File: src/rtl/sipo_receiver.sv
// Serial-in, parallel-out receiver: assembles MSB-first words of WIDTH bits and
// presents them on a valid/ready output register with a sticky overrun flag.
module sipo_receiver #(
    parameter int WIDTH = 32
) (
    input  logic             clk,
    input  logic             reset,
    input  logic             start,
    input  logic             sin,
    input  logic             ready,
    output logic [WIDTH-1:0] data_out,
    output logic             valid,
    output logic             busy,
    output logic             overrun
);

    localparam int CNT_W = $clog2(WIDTH + 1);
    localparam int SW    = WIDTH - 1;
    localparam logic [CNT_W-1:0] LAST_CNT = CNT_W'(WIDTH - 1);

    typedef enum logic {
        IDLE  = 1'b0,
        SHIFT = 1'b1
    } state_t;

    state_t           state_q;
    logic [CNT_W-1:0] cnt_q;
    logic [SW-1:0]    shift_q;
    logic [WIDTH-1:0] data_q;
    logic             valid_q;
    logic             busy_q;
    logic             overrun_q;

    logic [WIDTH-1:0] word_d;
    logic             complete_d;
    logic             xfer_d;

    // Only WIDTH-1 bits are stored: the last bit comes straight from sin on the completing edge.
    assign word_d     = {shift_q, sin};
    assign complete_d = (state_q == SHIFT) && (cnt_q == LAST_CNT);
    assign xfer_d     = valid_q && ready;

    always_ff @(posedge clk or posedge reset) begin
        if (reset) begin
            state_q   <= IDLE;
            cnt_q     <= '0;
            shift_q   <= '0;
            data_q    <= '0;
            valid_q   <= 1'b0;
            busy_q    <= 1'b0;
            overrun_q <= 1'b0;
        end else begin
            case (state_q)
                IDLE: begin
                    if (start) begin
                        shift_q <= SW'(sin);
                        cnt_q   <= CNT_W'(1);
                        state_q <= SHIFT;
                        busy_q  <= 1'b1;
                    end
                end
                SHIFT: begin
                    shift_q <= word_d[SW-1:0];
                    cnt_q   <= cnt_q + CNT_W'(1);
                    if (complete_d) begin
                        state_q <= IDLE;
                        busy_q  <= 1'b0;
                    end
                end
                default: begin
                    state_q <= IDLE;
                    busy_q  <= 1'b0;
                end
            endcase

            // A finished word lands only if the output slot is free or being drained this edge.
            if (complete_d) begin
                if (!valid_q || ready) begin
                    data_q  <= word_d;
                    valid_q <= 1'b1;
                end else begin
                    overrun_q <= 1'b1;
                end
            end else if (xfer_d) begin
                valid_q <= 1'b0;
            end
        end
    end

    assign data_out = data_q;
    assign valid    = valid_q;
    assign busy     = busy_q;
    assign overrun  = overrun_q;

endmodule

File: config.mk
export PLATFORM = sky130hd
export DESIGN_NAME = sipo_receiver
export DESIGN_NICKNAME = d
export VERILOG_FILES = /design/src/rtl/sipo_receiver.sv
export SDC_FILE = /design/constraint.sdc
export NUM_CORES = 1
export LEC_CHECK = 0
export ABC_AREA = 1
export CORE_MARGIN = 2
export CORE_UTILIZATION = 49
export DETAILED_ROUTE_END_ITERATION = 10
export PLACE_DENSITY_LB_ADDON = 0.15
export RECOVER_POWER = 25
export SYNTH_ARGS = -nofsm -noshare
export SYNTH_HDL_FRONTEND = slang
export SYNTH_SLANG_ARGS = --single-unit
File: constraint.sdc
create_clock -name clk -period 2.3 [get_ports clk]
set_input_delay 0.46 -clock clk [delete_from_list [all_inputs] [get_ports clk]]
set_output_delay 0.46 -clock clk [all_outputs]
set_load 0.05 [all_outputs]
==> results.txt, run 1 <==
The die height was 81.2 um; the total negative slack was 0 ns. For the switching power total, the log shows 0.00232 W. The count of maximum capacitance violations was 0. The detailed placer's ending HPWL was 3.59 mm; the number of buffers inserted by port buffering was 39. The kind of end point of the critical path is an output pin. The power per cell area was 1570 nW/um^2; the worst clock skew was 0.00890 ns.

Basic-gate share of the synthesized area counting and, or, nand and nor cells: 20.3%. On the worst path, the slowest cell contributes a delay of 0.81 ns. Derived from the worst setup path, the maximum achievable clock frequency is 0.507 GHz. The detail route stage leaves a number of antenna-violating nets equal to 0. Counting I/O delays and the setup requirement, the final critical path takes 1.97 ns. The tools report the via count of the first global-routing pass as 2102. Summing all flip-flop and latch instances after layout gives 1830 sq um. The worst hold path belongs to the class reg2reg. The hold buffer count at CTS was 0; the multiplexer share of the synthesized area was 0%.

The die covers 6590 sq um. The logs give 2151 for the number of vias in the routed layout and 21.3% for the proportion of power drawn by the clock network. Family of cells with the greatest summed delay on the critical path: buffers and inverters.

The clock insertion delay at the later pin of the skew report is 0.34 ns, and the maximum resistive drop on vdd is 0.000776 V. In this run, post-CTS repair resized a total of 0 instances. The run gives 0 as the final-report hold violation count. Leaving out fill and tap cells, the most frequent cell in the layout is nand2_1. CTS saw 73 sinks. The startpoint of the tightest hold check path was data_out[14].

The part of the power in registers is 37.5%. The logs give 2920 sq um for the post-synthesis cell area and 62.6% for the portion of the post-synthesis area used by sequential elements. The largest family of logic cells by synthesized area was simple AND/OR/NAND/NOR gates. Summed over all layers, the global routing overflow is 0. The logs give 2 for the maximum root-to-sink buffer count and 45 for the largest net degree at the start of global routing. The switching part of the total is 41.0%, and the xor/xnor share of the synthesized area is 0%. The cell sitting at the root of the clock tree is a clkbuf_8. The multi-input combinational cells in the finished layout cover a total of 838 sq um. Per report_power, the combinational group accounts for 41.2% of the total. For the pin with the worst max-slew slack, the measured transition is 1.10 ns. The run gives 1.51 ns as the endpoint arrival time on the critical path.

Kind of critical path: reg2out. Summing the areas of all fa, ha and maj instances in the mapped netlist gives 0.428% of the synthesized area. When the netlist entered floorplanning its net count stood at 299.

The DRC violation total after the first TritonRoute iteration was 128; the die span in x was 81.2 um. Leaving out filler cells and counting taps, the final layout contains 414. The tools report the initial antenna violation count as 0. STA classifies the critical path startpoint as a flip-flop. Fraction of the mapped netlist area in compound gates: 7.97%. The net count of the finished layout is 340. The per-cell via count in the routed design was 5.20.

The cell count after synthesis was 293. Tracing the worst setup path back leads to its startpoint at valid. Pin placement for this block handled 40 I/O pins. The flow ran to the end, and the final reports show no timing, DRC or antenna violations. Buffers inserted during clock tree synthesis total 9. The master of the slowest instance on the critical path was clkdlybuf4s50_1.

The worst path buffer plus inverter count is 1, and the number of different library cells in the post-synthesis netlist is 21. For this run, design rule violations remaining after detail routing come to 0. In this run the worst path has a maximum fanout of 2. For the global placement routability congestion, the log shows 0.739.

The routed design has 5.69 mm of wire. The tools report the final-layout fill cell count as 512. In the global route stage, overall resource usage came out at 19.8%.

TritonCTS built the clock tree. Post-synthesis average cell area: 9.97 sq um. The first global-routing pass estimated 9.78 mm of wire.

Synthesis inferred 73 register bits. Dividing the detail-routed wire length by the instance count gives 13.7 um. Setup repair after global routing left no endpoint under its margin. 0 antenna diodes ended up in the layout. Number of max-slew violations in the final report: 0. The clock tree synthesis step divided the H-tree into 3 levels. In this run the critical register-to-register path is launched from cnt_q[1]. The area growth from synthesis to layout was 23.3%.

After clock tree synthesis, the clock-pin slew on the worst setup and hold paths is 0.07 ns. Traced cell by cell, the critical path runs through clkdlybuf4s50_1. The library cells used most frequently in the layout, excluding fill and tap cells, are nand2_1 (80), dfrtp_1 (73), inv_1 (38).

After detailed placement, the design holds a cell count of 398. For this design the static power due to leakage is 1.81 nW. After clock tree synthesis, the setup repair step added 0 buffers. The proportion of layout cells with a drive suffix above 1 is 8.55%. For the final setup violation count, the log shows 0.

For this run, the number of Yosys warnings is 0. The completed layout was analyzed and its total power is 0.00565 W. The internal portion of the total power is 0.00333 W.

In this run the core area contains 28 standard-cell rows. Headroom to the max-slew limit came out at 26.5%. Data on the critical path is required at its endpoint by 1.84 ns. The detailed-router iteration count before antenna repair is 4.

The total area inside the core boundary comes to 5850 sq um. The initial core utilization was 49.9%; the ratio of final minimum period to clock period was 85.7%.
[power by group through the flow]
stage / registers [W] / clock network [W] / logic, W
floorplan: 0.00290 / 0 / 0.000889
global placement: 0.00213 / 0 / 0.00231
detailed placement: 0.00215 / 0 / 0.00234
CTS: 0.00212 / 0.00123 / 0.00235
global route: 0.00218 / 0.00127 / 0.00252
finish: 0.00212 / 0.00121 / 0.00233
[cells in the mapped netlist]
cell type  count  share of area [%]
nand4_1       32                6.9
clkbuf_1       6               0.77
a22o_1         1               0.30
buf_4          3               0.77
o21ai_0        5               0.86
nand3b_1       1               0.26
nor2_8         1               0.69
nand3_1        3               0.51
o22ai_1       29                6.2
nand2_1       80                 10
nor2_4         1               0.39
nand3_4        1               0.60
buf_2          6                1.0
nand2_2        1               0.21
inv_1         39                5.0
nor2_1         4               0.51
a21oi_1        2               0.34
ha_1           1               0.43
dfrtp_1       73                 63
buf_6          3                1.2
o21bai_1       1               0.26
[stage by stage]
stage          instance area, sq um  hold WS (ns)  setup WS, ns  util [%]
2_1_floorplan                  2920         0.454         0.910         -
3_3_place_gp                   3370         0.455         0.506      57.5
3_5_place_dp                   3370         0.461         0.482      57.5
4_1_cts                        3610         0.479         0.313      61.7
5_1_grt                        3600         0.488         0.284      61.5
6_report                       3600         0.471         0.329      61.5
[flip-flops by register name (all words and copies together) (netlist names)]
signal / count
busy: 1
cnt_q: 6
data_out: 32
overrun: 1
shift_q: 31
state_q: 1
valid: 1
[kinds of logic (layout without fill, tap and decap cells)]
logic type               Yosys count  in the layout
buffers and inverters             57            103
AND/OR/NAND/NOR                  124            124
adder cells (fa/ha/maj)            1              1
AO/OA/AOI/OAI                     38             38
flip-flops                        73             73
[path summary, 6_finish.rpt]
path	slack (ns)	cells after the start	end
max	0.33	1	valid
min	0.47	2	data_out[14]
max reg2reg	0.64	6	data_out[12]
min reg2reg	0.47	2	data_out[14]
min in group asynchronous	0.83	3	data_out[29]
max in group asynchronous	0.64	3	shift_q[30]
[cell type report]
cell class | count | share of cell area (%)
Multi-Input combinational cell | 163 | 23.3
Clock buffer | 10 | 3.82
Sequential cell | 73 | 50.7
Clock inverter | 6 | 2.92
Inverter | 39 | 4.17
Timing Repair Buffer | 48 | 12.5
Tap cell | 75 | 2.61
[metal layers]
metal,global-route usage [%],share of wire (%),wire [um],up-vias
li1,-,-,-,1062
met1,26.1,46,2600,1031
met2,31.2,48,2750,48
met3,4.00,4.1,234,10
met4,10.2,1.9,109,0
met5,0,0,0,-
Power figures use the tool's default switching activity.
==> run 2: changes to the inputs <==
--- a/config.mk
+++ b/config.mk
@@ -6,11 +6,14 @@
 export NUM_CORES = 1
 export LEC_CHECK = 0
 export ABC_AREA = 1
+export ABC_CLOCK_PERIOD_IN_PS = 2300
 export CORE_MARGIN = 2
 export CORE_UTILIZATION = 49
 export DETAILED_ROUTE_END_ITERATION = 10
+export GPL_TIMING_DRIVEN = 0
 export PLACE_DENSITY_LB_ADDON = 0.15
 export RECOVER_POWER = 25
 export SYNTH_ARGS = -nofsm -noshare
 export SYNTH_HDL_FRONTEND = slang
 export SYNTH_SLANG_ARGS = --single-unit
+export TNS_END_PERCENT = 10
==> run 2 against run 1 <==
Against the previous run:
- count of clock-buffer cells in the layout rose by 1
- sequential power barely moved
- total power fell by 1.7%
- sequential cell count did not move
- die area did not move
- clock skew barely moved
==> results.txt, run 2 (synthesized netlist as in run 1, its figures left out) <==
The flow ran to the end, and the final reports show no timing, DRC or antenna violations. The ratio of final minimum period to clock period came out at 85.9%. Leaving out fill and tap cells, the most frequent cell in the layout is nand2_1. The startpoint of the tightest hold check path was data_out[31]. Per report_power, the combinational group accounts for 42.1% of the total. Power spread over the standard cell area amounts to 1530 nW/um^2. Worst path buffer plus inverter count: 1. Buffers placed on the I/O ports in this run total 39. The logs give 3630 sq um for the cell area after layout and 0 for the DRC violation count after routing. Across the whole layout, storage elements account for 1830 sq um. Cell depth of the worst hold path: 2. The worst path in the final design needs a cycle of 1.98 ns, including I/O delays and setup. STA classifies the critical path endpoint as an output pin. The floorplan step defined a die boundary enclosing 6590 sq um. The peak per-stage delay on the critical path came out at 0.81 ns. Across every metal layer, demand over resource in global routing totals 19.8%. Setup repair after global routing left no endpoint under its margin.

CTS buffer count: 9. The later pin in the worst-skew pair is clocked with a latency of 0.34 ns. The number of nets at the end of the flow is 350, and the number of H-tree branching levels is 3. The tools report the number of buffers inserted to repair setup after CTS as 0.

Global placement routability congestion: 0.808. Relative to the synthesized area, the layout overhead comes to 24.3%. The worst setup slack after placement came out at 0.329 ns. The critical path is of the reg2out type. The logs give 5.72 mm for the sum of routed wire length over all layers and 506 for the final-layout fill cell count.

For the final-report hold violation count, the log shows 0. The per-cell via count in the routed design was 5.21; the count of non-filler cells in the finished layout was 424. The logs give 0 for the initial antenna violation count and 0.00859 ns for the worst clock skew. Headroom to the max-slew limit came out at 6.09%. Cells with a size suffix above 1 make up 9.17% of the layout.

The internal power summed over all cells was 0.00325 W; the largest net degree at the start of global routing was 43. For the maximum root-to-sink buffer count, the log shows 2. The clock transition time at the flip-flop clock pins of the worst setup and hold paths works out to 0.07 ns. TritonCTS built the clock tree. The class of the tightest hold or removal check is reg2reg. In this run, placement finished with an instance count of 408. The flip-flop count of the largest register, all copies and words added was 32.

The detailed-router iteration count before antenna repair was 4. The first global-routing pass estimated 9.80 mm of wire. Dividing the detail-routed wire length by the instance count gives 13.5 um. For hold timing, the worst endpoint is data_out[31]. For the number of max-slew violations in the final report, the log shows 0.

Summing all multi-input logic gate instances after layout gives 822 sq um. From bottom edge to top edge, the die measures 81.2 um. After detailed placement, the total cell area comes to 3430 sq um. In this run the remaining antenna-violating nets after routing total 0.

The repair_antennas step left the layout with diodes totalling 0. Hold repair after CTS inserted 0 buffers. The analysis attributes to net switching a power of 0.00231 W. The tools report the TritonCTS sink count as 73. Among all stages on the critical path, the largest delay is contributed by clkdlybuf4s50_1. Once the floorplan was initialized, standard cells occupied 49.9% of the core. Across the run, the number of max-cap violations was 0.

At the worst endpoint, the arrival time is 1.52 ns. Maximum fanout count along the critical path: 2. Sequential cells burn 38.1% of the power. Detailed routing inserted a total of 2208 vias. The leakage dissipation is 1.81 nW. VDD sags by at most 0.000813 V. The cell depth of the worst flop-to-flop path was 7. The tools report the endpoint of the lowest-slack register-to-register path as data_out[29].

The family of cells with the greatest summed delay on the critical path is buffers and inverters. In the layout the commonest cells are nand2_1 (80), dfrtp_1 (73), inv_1 (38). From left edge to right edge, the die measures 81.2 um.

For the via count of the first global-routing pass, the log shows 2111. Data on the critical path is required at its endpoint by 1.84 ns. The number of gates resized after CTS was 0. During I/O placement, the number of pins put on the boundary was 40. The tools report the clock tree root driver cell as clkbuf_8.

In this run the critical register-to-register path is launched from cnt_q[1]. Once detailed placement completed, the half-perimeter wirelength came to 3.86 mm. The run gives 0.39 ns as the setup slack of the worst register-to-register path. The kind of launch point of the worst setup path was a flip-flop. The core region is 5850 sq um.

The smallest setup slack after layout was 0.324 ns; the proportion of power drawn by the clock network was 19.8%. The transition time at the pin with the least slew margin was 1.40 ns; the total negative slack was 0 ns. The first routing iteration left 174 violations.

The floorplan has 28 rows. Walking the worst path, the cells encountered are clkdlybuf4s50_1. Timing would allow up to 0.506 GHz. Setup violations remaining at the end of the flow were counted as 0.

The switching part of the total works out to 41.5%. Summing internal, switching and leakage power gives 0.00556 W. The aggregate global routing overflow is 0.
## run 2: cell count changes in the layout (fill, tap and decap cells not counted), moves of 2 or more
cell / before / now
buf_2: 0 / 6
clkbuf_2: 2 / 0
clkbuf_1: 1 / 7
buf_6: 0 / 3
buf_4: 6 / 3
## run 2: per-stage QoR
stage,util [%],hold WS [ns]
after CTS,62.4,0.477
after global routing,62.0,0.497
final,62.0,0.472
after global placement,58.3,0.452
after floorplan,-,0.454
after detailed placement,58.6,0.458
## run 2: worst reg2reg max path, stage by stage, from the launching register on
cell and delay, ns:
dfrtp_1 0.38, ha_1 0.17, nand2_2 0.07, nor2_1 0.63
nand3_4 0.22, buf_6 0.21, nand2_1 0.07, nand2_1 0.05
## run 2: final cells by class
cell class | instances | area share, %
Sequential cell | 73 | 50.3
Multi-Input combinational cell | 163 | 22.6
Timing Repair Buffer | 40 | 11.3
Inverter | 39 | 4.07
Clock buffer | 11 | 3.90
Buffer | 18 | 3.00
Tap cell | 75 | 2.59
Clock inverter | 5 | 2.17
## run 2: metal layers
metal,GRT usage (%),vias up,wire length [um]
li1,-,1076,-
met1,27.9,1056,2740
met2,29.4,63,2630
met3,4.67,13,245
met4,8.64,0,108
met5,0,-,0
## run 2: worst max path at each step
stage	startpoint	to	slack, ns	cells past startpoint
floorplan	valid	data_out[0]	0.91	4
global placement	reset	cnt_q[4]	0.16	2
detailed placement	ready	data_out[11]	0.33	6
CTS	data_out[30]	data_out[30]	0.31	1
global route	cnt_q[1]	data_out[19]	0.22	7
finish	data_out[30]	data_out[30]	0.32	1
## run 2: power by group through the flow
stage	logic [W]	clock network [W]	registers, W
floorplan	0.000889	0	0.00290
global placement	0.00234	0	0.00212
detailed placement	0.00238	0	0.00214
CTS	0.00239	0.00112	0.00212
global route	0.00255	0.00118	0.00218
finish	0.00234	0.00110	0.00212
==> run 3: changes to the inputs <==
--- a/config.mk
+++ b/config.mk
@@ -13,6 +13,7 @@
 export GPL_TIMING_DRIVEN = 0
 export PLACE_DENSITY_LB_ADDON = 0.15
 export RECOVER_POWER = 25
+export SKIP_CTS_REPAIR_TIMING = 1
 export SYNTH_ARGS = -nofsm -noshare
 export SYNTH_HDL_FRONTEND = slang
 export SYNTH_SLANG_ARGS = --single-unit
==> results of run 3 <==
The final DEF is identical to that of run 2; final timing and power are the same.
